==> src/rtl/softmc_app_pkg.sv <==
// Shared constants for the SoftMC MC-side responder.
//   INSTR_W     : instruction word width
//   OPC_MSB/LSB : opcode field position inside an instruction
//   OPC_END     : opcode that terminates a batch
//   RDBK_BEATS  : DRAM beats per readback word
package softmc_app_pkg;

    localparam int INSTR_W    = 32;
    localparam int OPC_MSB    = 31;
    localparam int OPC_LSB    = 28;
    localparam int RDBK_BEATS = 4;

    localparam logic [OPC_MSB-OPC_LSB:0] OPC_END = 4'hF;

    function automatic logic is_end(input logic [INSTR_W-1:0] w);
        return w[OPC_MSB:OPC_LSB] == OPC_END;
    endfunction

endpackage

==> src/rtl/softmc_sync_fifo.sv <==
// Single-clock first-word-fall-through FIFO.
//   wr_en/wr_data : push, ignored while full (full is the pre-pop state)
//   rd_en         : pop, ignored while empty
//   rd_data       : current head, valid whenever empty is low
//   count/full/empty : occupancy, all derived from registered state
// DEPTH must be a power of two so the pointers wrap naturally.
module softmc_sync_fifo #(
    parameter int WIDTH = 32,
    parameter int DEPTH = 16
) (
    input  logic                     clk,
    input  logic                     rst_n,
    input  logic                     wr_en,
    input  logic [WIDTH-1:0]         wr_data,
    input  logic                     rd_en,
    output logic [WIDTH-1:0]         rd_data,
    output logic [$clog2(DEPTH):0]   count,
    output logic                     full,
    output logic                     empty
);

    localparam int PTR_W = $clog2(DEPTH);
    localparam int CNT_W = PTR_W + 1;

    logic [PTR_W-1:0] wr_ptr_q, wr_ptr_d;
    logic [PTR_W-1:0] rd_ptr_q, rd_ptr_d;
    logic [CNT_W-1:0] count_q, count_d;
    logic [WIDTH-1:0] mem_q [DEPTH];

    logic push;
    logic pop;

    assign full    = (count_q == CNT_W'(DEPTH));
    assign empty   = (count_q == '0);
    assign count   = count_q;
    assign push    = wr_en & ~full;
    assign pop     = rd_en & ~empty;
    assign rd_data = mem_q[rd_ptr_q];

    always_comb begin
        wr_ptr_d = wr_ptr_q + PTR_W'(push);
        rd_ptr_d = rd_ptr_q + PTR_W'(pop);
        count_d  = count_q + CNT_W'(push) - CNT_W'(pop);
    end

    always_ff @(posedge clk or negedge rst_n) begin
        if (!rst_n) begin
            wr_ptr_q <= '0;
            rd_ptr_q <= '0;
            count_q  <= '0;
        end else begin
            wr_ptr_q <= wr_ptr_d;
            rd_ptr_q <= rd_ptr_d;
            count_q  <= count_d;
        end
    end

    // Storage carries no reset: contents are meaningless while empty.
    always_ff @(posedge clk) begin
        if (push) begin
            mem_q[wr_ptr_q] <= wr_data;
        end
    end

endmodule

==> src/rtl/softmc_mc_responder.sv <==
// MC-side SoftMC responder: batches host instructions and owns the readback FIFO.
//   app_en/app_instr/app_ack : instruction intake, accepted the cycle app_ack is high
//   instr_valid/instr_ready/instr_data : instruction release to the sequencer
//   rd_wr_en/rd_wr_data/rd_full : readback words arriving from the PHY side
//   rdback_fifo_empty/rdback_fifo_rden/rdback_data : FWFT readback to the host side
//   busy, instr_overflow, rd_drop : status (the latter two sticky until reset)
//
// Handshakes: a transfer happens on a rising clk edge where the offering side
// holds valid (app_en, instr_valid, rd_wr_en) and the other side is able to
// take it (app_ack, instr_ready, ~rd_full); the offer and its data stay stable
// until that edge.
module softmc_mc_responder
    import softmc_app_pkg::*;
#(
    parameter int DQ_WIDTH    = 64,
    parameter int INSTR_DEPTH = 16,
    parameter int RDBK_DEPTH  = 8
) (
    input  logic                         clk,
    input  logic                         rst_n,
    input  logic                         app_en,
    output logic                         app_ack,
    input  logic [INSTR_W-1:0]           app_instr,
    output logic                         instr_valid,
    input  logic                         instr_ready,
    output logic [INSTR_W-1:0]           instr_data,
    input  logic                         rd_wr_en,
    input  logic [DQ_WIDTH*RDBK_BEATS-1:0] rd_wr_data,
    output logic                         rd_full,
    output logic                         rdback_fifo_empty,
    input  logic                         rdback_fifo_rden,
    output logic [DQ_WIDTH*RDBK_BEATS-1:0] rdback_data,
    output logic                         busy,
    output logic                         instr_overflow,
    output logic                         rd_drop
);

    localparam int RD_W     = DQ_WIDTH * RDBK_BEATS;
    localparam int BP_W     = $clog2(INSTR_DEPTH) + 1;
    localparam int RD_CNT_W = $clog2(RDBK_DEPTH) + 1;

    logic                instr_full;
    logic                instr_empty;
    logic [BP_W-1:0]     instr_count;
    logic                instr_pop;
    logic [RD_CNT_W-1:0] rd_count;

    logic [BP_W-1:0] batches_pending_q, batches_pending_d;
    logic            force_release_q,   force_release_d;
    logic            instr_overflow_q,  instr_overflow_d;
    logic            rd_drop_q,         rd_drop_d;

    logic acc_end;
    logic pop_end;
    logic set_force;

    // rst_n is folded in so no ack can escape while the FIFO is held in reset.
    assign app_ack     = rst_n & app_en & ~instr_full;
    assign instr_valid = ~instr_empty & ((batches_pending_q != '0) | force_release_q);
    assign instr_pop   = instr_valid & instr_ready;

    assign acc_end   = app_ack & is_end(app_instr);
    assign pop_end   = instr_pop & is_end(instr_data);
    // A full FIFO with no END inside can never release on its own.
    assign set_force = instr_full & (batches_pending_q == '0);

    softmc_sync_fifo #(
        .WIDTH (INSTR_W),
        .DEPTH (INSTR_DEPTH)
    ) u_instr_fifo (
        .clk     (clk),
        .rst_n   (rst_n),
        .wr_en   (app_ack),
        .wr_data (app_instr),
        .rd_en   (instr_pop),
        .rd_data (instr_data),
        .count   (instr_count),
        .full    (instr_full),
        .empty   (instr_empty)
    );

    softmc_sync_fifo #(
        .WIDTH (RD_W),
        .DEPTH (RDBK_DEPTH)
    ) u_rdbk_fifo (
        .clk     (clk),
        .rst_n   (rst_n),
        .wr_en   (rd_wr_en),
        .wr_data (rd_wr_data),
        .rd_en   (rdback_fifo_rden),
        .rd_data (rdback_data),
        .count   (rd_count),
        .full    (rd_full),
        .empty   (rdback_fifo_empty)
    );

    always_comb begin
        batches_pending_d = batches_pending_q;
        if (acc_end && !pop_end) begin
            batches_pending_d = batches_pending_q + BP_W'(1);
        end else if (!acc_end && pop_end && (batches_pending_q != '0)) begin
            batches_pending_d = batches_pending_q - BP_W'(1);
        end

        force_release_d = force_release_q;
        if (set_force) begin
            force_release_d = 1'b1;
        end else if (instr_empty) begin
            force_release_d = 1'b0;
        end

        instr_overflow_d = instr_overflow_q | set_force;
        // Capacity is judged before any same-cycle pop, matching the FIFO's own gating.
        rd_drop_d = rd_drop_q | (rd_wr_en & (rd_count == RD_CNT_W'(RDBK_DEPTH)));
    end

    always_ff @(posedge clk or negedge rst_n) begin
        if (!rst_n) begin
            batches_pending_q <= '0;
            force_release_q   <= 1'b0;
            instr_overflow_q  <= 1'b0;
            rd_drop_q         <= 1'b0;
        end else begin
            batches_pending_q <= batches_pending_d;
            force_release_q   <= force_release_d;
            instr_overflow_q  <= instr_overflow_d;
            rd_drop_q         <= rd_drop_d;
        end
    end

    assign busy           = (instr_count != '0) | (batches_pending_q != '0);
    assign instr_overflow = instr_overflow_q;
    assign rd_drop        = rd_drop_q;

endmodule
==> config.mk <==
export PLATFORM = sky130hd
export DESIGN_NAME = softmc_mc_responder
export DESIGN_NICKNAME = d
export VERILOG_FILES = /design/src/rtl/softmc_app_pkg.sv /design/src/rtl/softmc_sync_fifo.sv /design/src/rtl/softmc_mc_responder.sv
export SDC_FILE = /design/constraint.sdc
export NUM_CORES = 2
export LEC_CHECK = 0
export BUFFER_PORTS_ARGS = -buffer_cell sky130_fd_sc_hd__buf_2
export CORE_MARGIN = 8
export CORE_UTILIZATION = 45
export CTS_BUF_LIST = sky130_fd_sc_hd__clkbuf_4
export CTS_CLUSTER_SIZE = 10
export DETAILED_ROUTE_END_ITERATION = 8
export PLACE_DENSITY = 0.64
export REMOVE_ABC_BUFFERS = 1
export SLEW_MARGIN = 20
export SYNTH_ARGS = -nofsm -noshare
export SYNTH_HDL_FRONTEND = slang
export SYNTH_SLANG_ARGS = --single-unit
==> constraint.sdc <==
create_clock -name clk -period 20.9 [get_ports clk]
set_input_delay 2.09 -clock clk [delete_from_list [all_inputs] [get_ports clk]]
set_output_delay 2.09 -clock clk [all_outputs]
set_load 0.03 [all_outputs]
==> out/results.txt <==
status: finished, final reports clean
CTS max path bufs: 4
dpl cells: 7209
Post-CTS Resized: 0
layout cells sized above 1: 48.17%
first-pass GRT wire length: 315700 um
Non-Filler Instances: 8401
Clock Skew: 125.5 ps
WP depth: 7
# DRC: 0
Final Slew Violations: 0
FMAX: 0.1139 GHz
clk_lat worst skew: 1420 ps
hold crit path type: reg -> reg
leakage: 37.19 nW
CP Launch Type: flop
final hold violations: 0
FFs w/ async S/R, synth: 1.196%
fin crit share: 41.99%
I/O pin count: 589
flop and latch count out of synthesis: 2591
Tot Pwr: 16.48 mW
Setup WS pre-CTS: 13270 ps
Post-Synthesis Cell Area: 97580 um2
sw frac: 33.73%
Reg2Reg Setup Slack: 15800 ps
area delta synth->final: 15.55%
CP Cell Sequence: buf_4, buf_4, buf_12, buf_12, mux4_2, mux2_2, buf_2
Routed Antenna Nets: 0
syn_area_per_cell: 25.18 um2
Clk pwr share: 25.8%
kind of critical path: reg -> out
drt wl/cell: 25.95 um
gpl congestion: 0.7359
CTS H-Tree Depth: 6
Crit. End Element: output pin
synthesized netlist cell count: 3875
Psw: 5.559 mW
Initial Utilization: 45.11%
top cells by area, synth: edfxtp_1, mux4_2, mux2_2, dfrtp_1, clkbuf_1
vias in the first global route: 48279
DR vias/cell: 5.479
number of port buffers: 588
hold_buf cts: 0
die area: 232000 um2
gr usage total: 18.41%
Critical Path AT: 6690 ps
Combinational Power Share: 33.6%
post-CTS setup buffers: 0
library cells used by synthesis: 45
Reg clk slew, reported paths: 60 ps
overall die width: 481.7 um
largest fanout on the critical path: 145
RSZ-0062 raised after global routing: no
Crit path required time: 18810 ps
initial antenna violation count: 111
WHS Endpoint: instr_overflow$_DFF_PN0_
Initial DRC Count: 3246
count of clock tree sinks: 2591
Rows: 171
DR vias: 46028
pin count of the biggest net entering global routing: 146
hold depth: 1
HP Start: instr_overflow$_DFF_PN0_
Post-Route Utilization: 52.13%
max_slew headroom: 25.07%
die span in y: 481.7 um
Slew @ Worst Pin: 1124 ps
max-cap violations: 0
most frequent cell after synthesis: edfxtp_1
Crit-path slowest cell: dfrtp_4
Tmin final: 8776 ps
maximum vdd drop: 0.0001031 V
Final nets: 5343
WP buf/inv: 5
Cell Area, Placed: 104300 um2
Yosys top cell area share: 78.78%
fin worst setup slack: 12120 ps
R2R depth: 10
Synth Flop Type: edfxtp_1
CTS buffer count: 666
worst r2r src: u_rdbk_fifo.count[2]$_DFF_PN0_
number of flops mapped to enable cells by yosys: 2560
Warnings, synthesis: 0
max incr delay on CP: 1000 ps
# fillers: 16904
internal power: 10.92 mW
drt pass-1 iters: 5
kind of cell adding the most delay to the critical path: buffers and inverters
Power per Cell Area: 146.2 nW/um2
root buffer cell: clkbuf_4
Post-DP HPWL: 120600 um
Seq/Total Area, Yosys: 79.58%
design area: 112800 um2
CTS tree: yes
Synth top cells by count: edfxtp_1, mux4_2, mux2_2
grt total ovfl: 0
Synth area leader: edfxtp_1
RR Endpoint: u_rdbk_fifo.mem_q[3][164]$_DFFE_PP_
CORE AREA: 216300 um2
Total Wirelength: 218000 um
Seq pwr share: 40.6%
final-report setup violation count: 0
## metrics by stage
stage / hold slack (ps) / setup TNS (ps)
5_1_grt: 493.1 / 0
3_5_place_dp: 454.9 / 0
3_3_place_gp: 456.8 / 0
6_report: 468.9 / 0
4_1_cts: 470.5 / 0
2_1_floorplan: 463.8 / -460710
## how the worst max path moves through the flow
stage	start	end	slack, ps
2_1_floorplan	u_rdbk_fifo.rd_ptr_q[0]$_DFF_PN0_	rdback_data[0]	-1800
3_3_place_gp	u_rdbk_fifo.rd_ptr_q[0]$_DFF_PN0_	rdback_data[162]	13320
3_5_place_dp	u_rdbk_fifo.rd_ptr_q[0]$_DFF_PN0_	rdback_data[58]	13270
4_1_cts	u_rdbk_fifo.rd_ptr_q[0]$_DFF_PN0_	rdback_data[58]	11790
5_1_grt	u_rdbk_fifo.rd_ptr_q[0]$_DFF_PN0_	rdback_data[58]	11490
6_report	u_rdbk_fifo.rd_ptr_q[1]$_DFF_PN0_	rdback_data[139]	12120
## cells by family (layout without fill, tap and decap cells)
kind of cell | after synthesis | after routing | share of synthesized area (%)
compound gates | 33 | 33 | 0.2885
xor+xnor | 16 | 16 | 0.1513
fa+ha+maj | 26 | 26 | 0.3565
buf+inv | 202 | 1801 | 0.8412
flops | 2591 | 2591 | 79.58
mux | 932 | 932 | 18.41
other cells | 0 | 73 | 0
simple gates | 75 | 75 | 0.3731
## routing by layer
| metal | up-vias | wire, um | global-route usage [%] |
|---|---|---|---|
| met5 | - | 199 | 0 |
| met4 | 32 | 6806 | 7.320 |
| met3 | 450 | 19280 | 5.863 |
| met2 | 1759 | 106600 | 29.61 |
| met1 | 24258 | 85130 | 23.43 |
| li1 | 19529 | - | - |
## power groups by stage
stage | clock [mW] | sequential, mW | combinational (mW)
after detailed placement | 0 | 6.82 | 5.63
after floorplan | 0 | 7.45 | 5.22
final | 4.25 | 6.70 | 5.54
after global routing | 4.65 | 6.76 | 5.84
after CTS | 4.39 | 6.71 | 5.65
after global placement | 0 | 6.79 | 5.61
## cell usage in the layout (no fill, tap or decap), drive strengths merged, types with 2 or more instances in the layout
master	n
edfxtp	2560
nand3	5
and3	3
xor2	8
a21oi	6
nor4b	4
a22o	2
mux4	662
a22oi	4
a21o	6
nor3	6
inv	27
nor2b	3
ha	23
bufinv	15
nor2	28
clkinv	115
clkbuf	976
clkinvlp	5
o21bai	2
xnor2	8
nand2b	5
nor4	4
buf	663
diode	73
fa	3
mux2i	13
mux2	257
nand2	14
dfrtp	31
a221oi	6
o21ai	3
## worst reg2reg max path: cells and delay by family (launching register included)
family	cells	cell delay (ps)
flip-flops	1	320
buffers and inverters	5	3230
AND/OR/NAND/NOR	4	840
adder cells (fa/ha/maj)	1	190
## final cells by class
class / count / area [um2] / area share (%)
flip-flops and latches: 2591 / 77670 / 68.89
multi-input cells: 1082 / 19270 / 17.09
clock buffers: 976 / 7327 / 6.498
repair buffers: 663 / 3669 / 3.254
well taps: 2854 / 3571 / 3.167
clock inverters: 143 / 991.0 / 0.8789
diodes: 73 / 182.7 / 0.1620
inverters: 19 / 71.32 / 0.06325
## flip-flops by register name (all words and copies together) (netlist names)
register / flops
batches_pending_q: 5
rd_drop: 1
u_instr_fifo.wr_ptr_q: 4
force_release_q: 1
u_rdbk_fifo.count: 4
u_instr_fifo.count: 5
u_instr_fifo.rd_ptr_q: 4
u_rdbk_fifo.rd_ptr_q: 3
u_rdbk_fifo.wr_ptr_q: 3
instr_overflow: 1
u_instr_fifo.mem_q: 512
u_rdbk_fifo.mem_q: 2048
No activity file was read; power rests on OpenSTA's default activity.
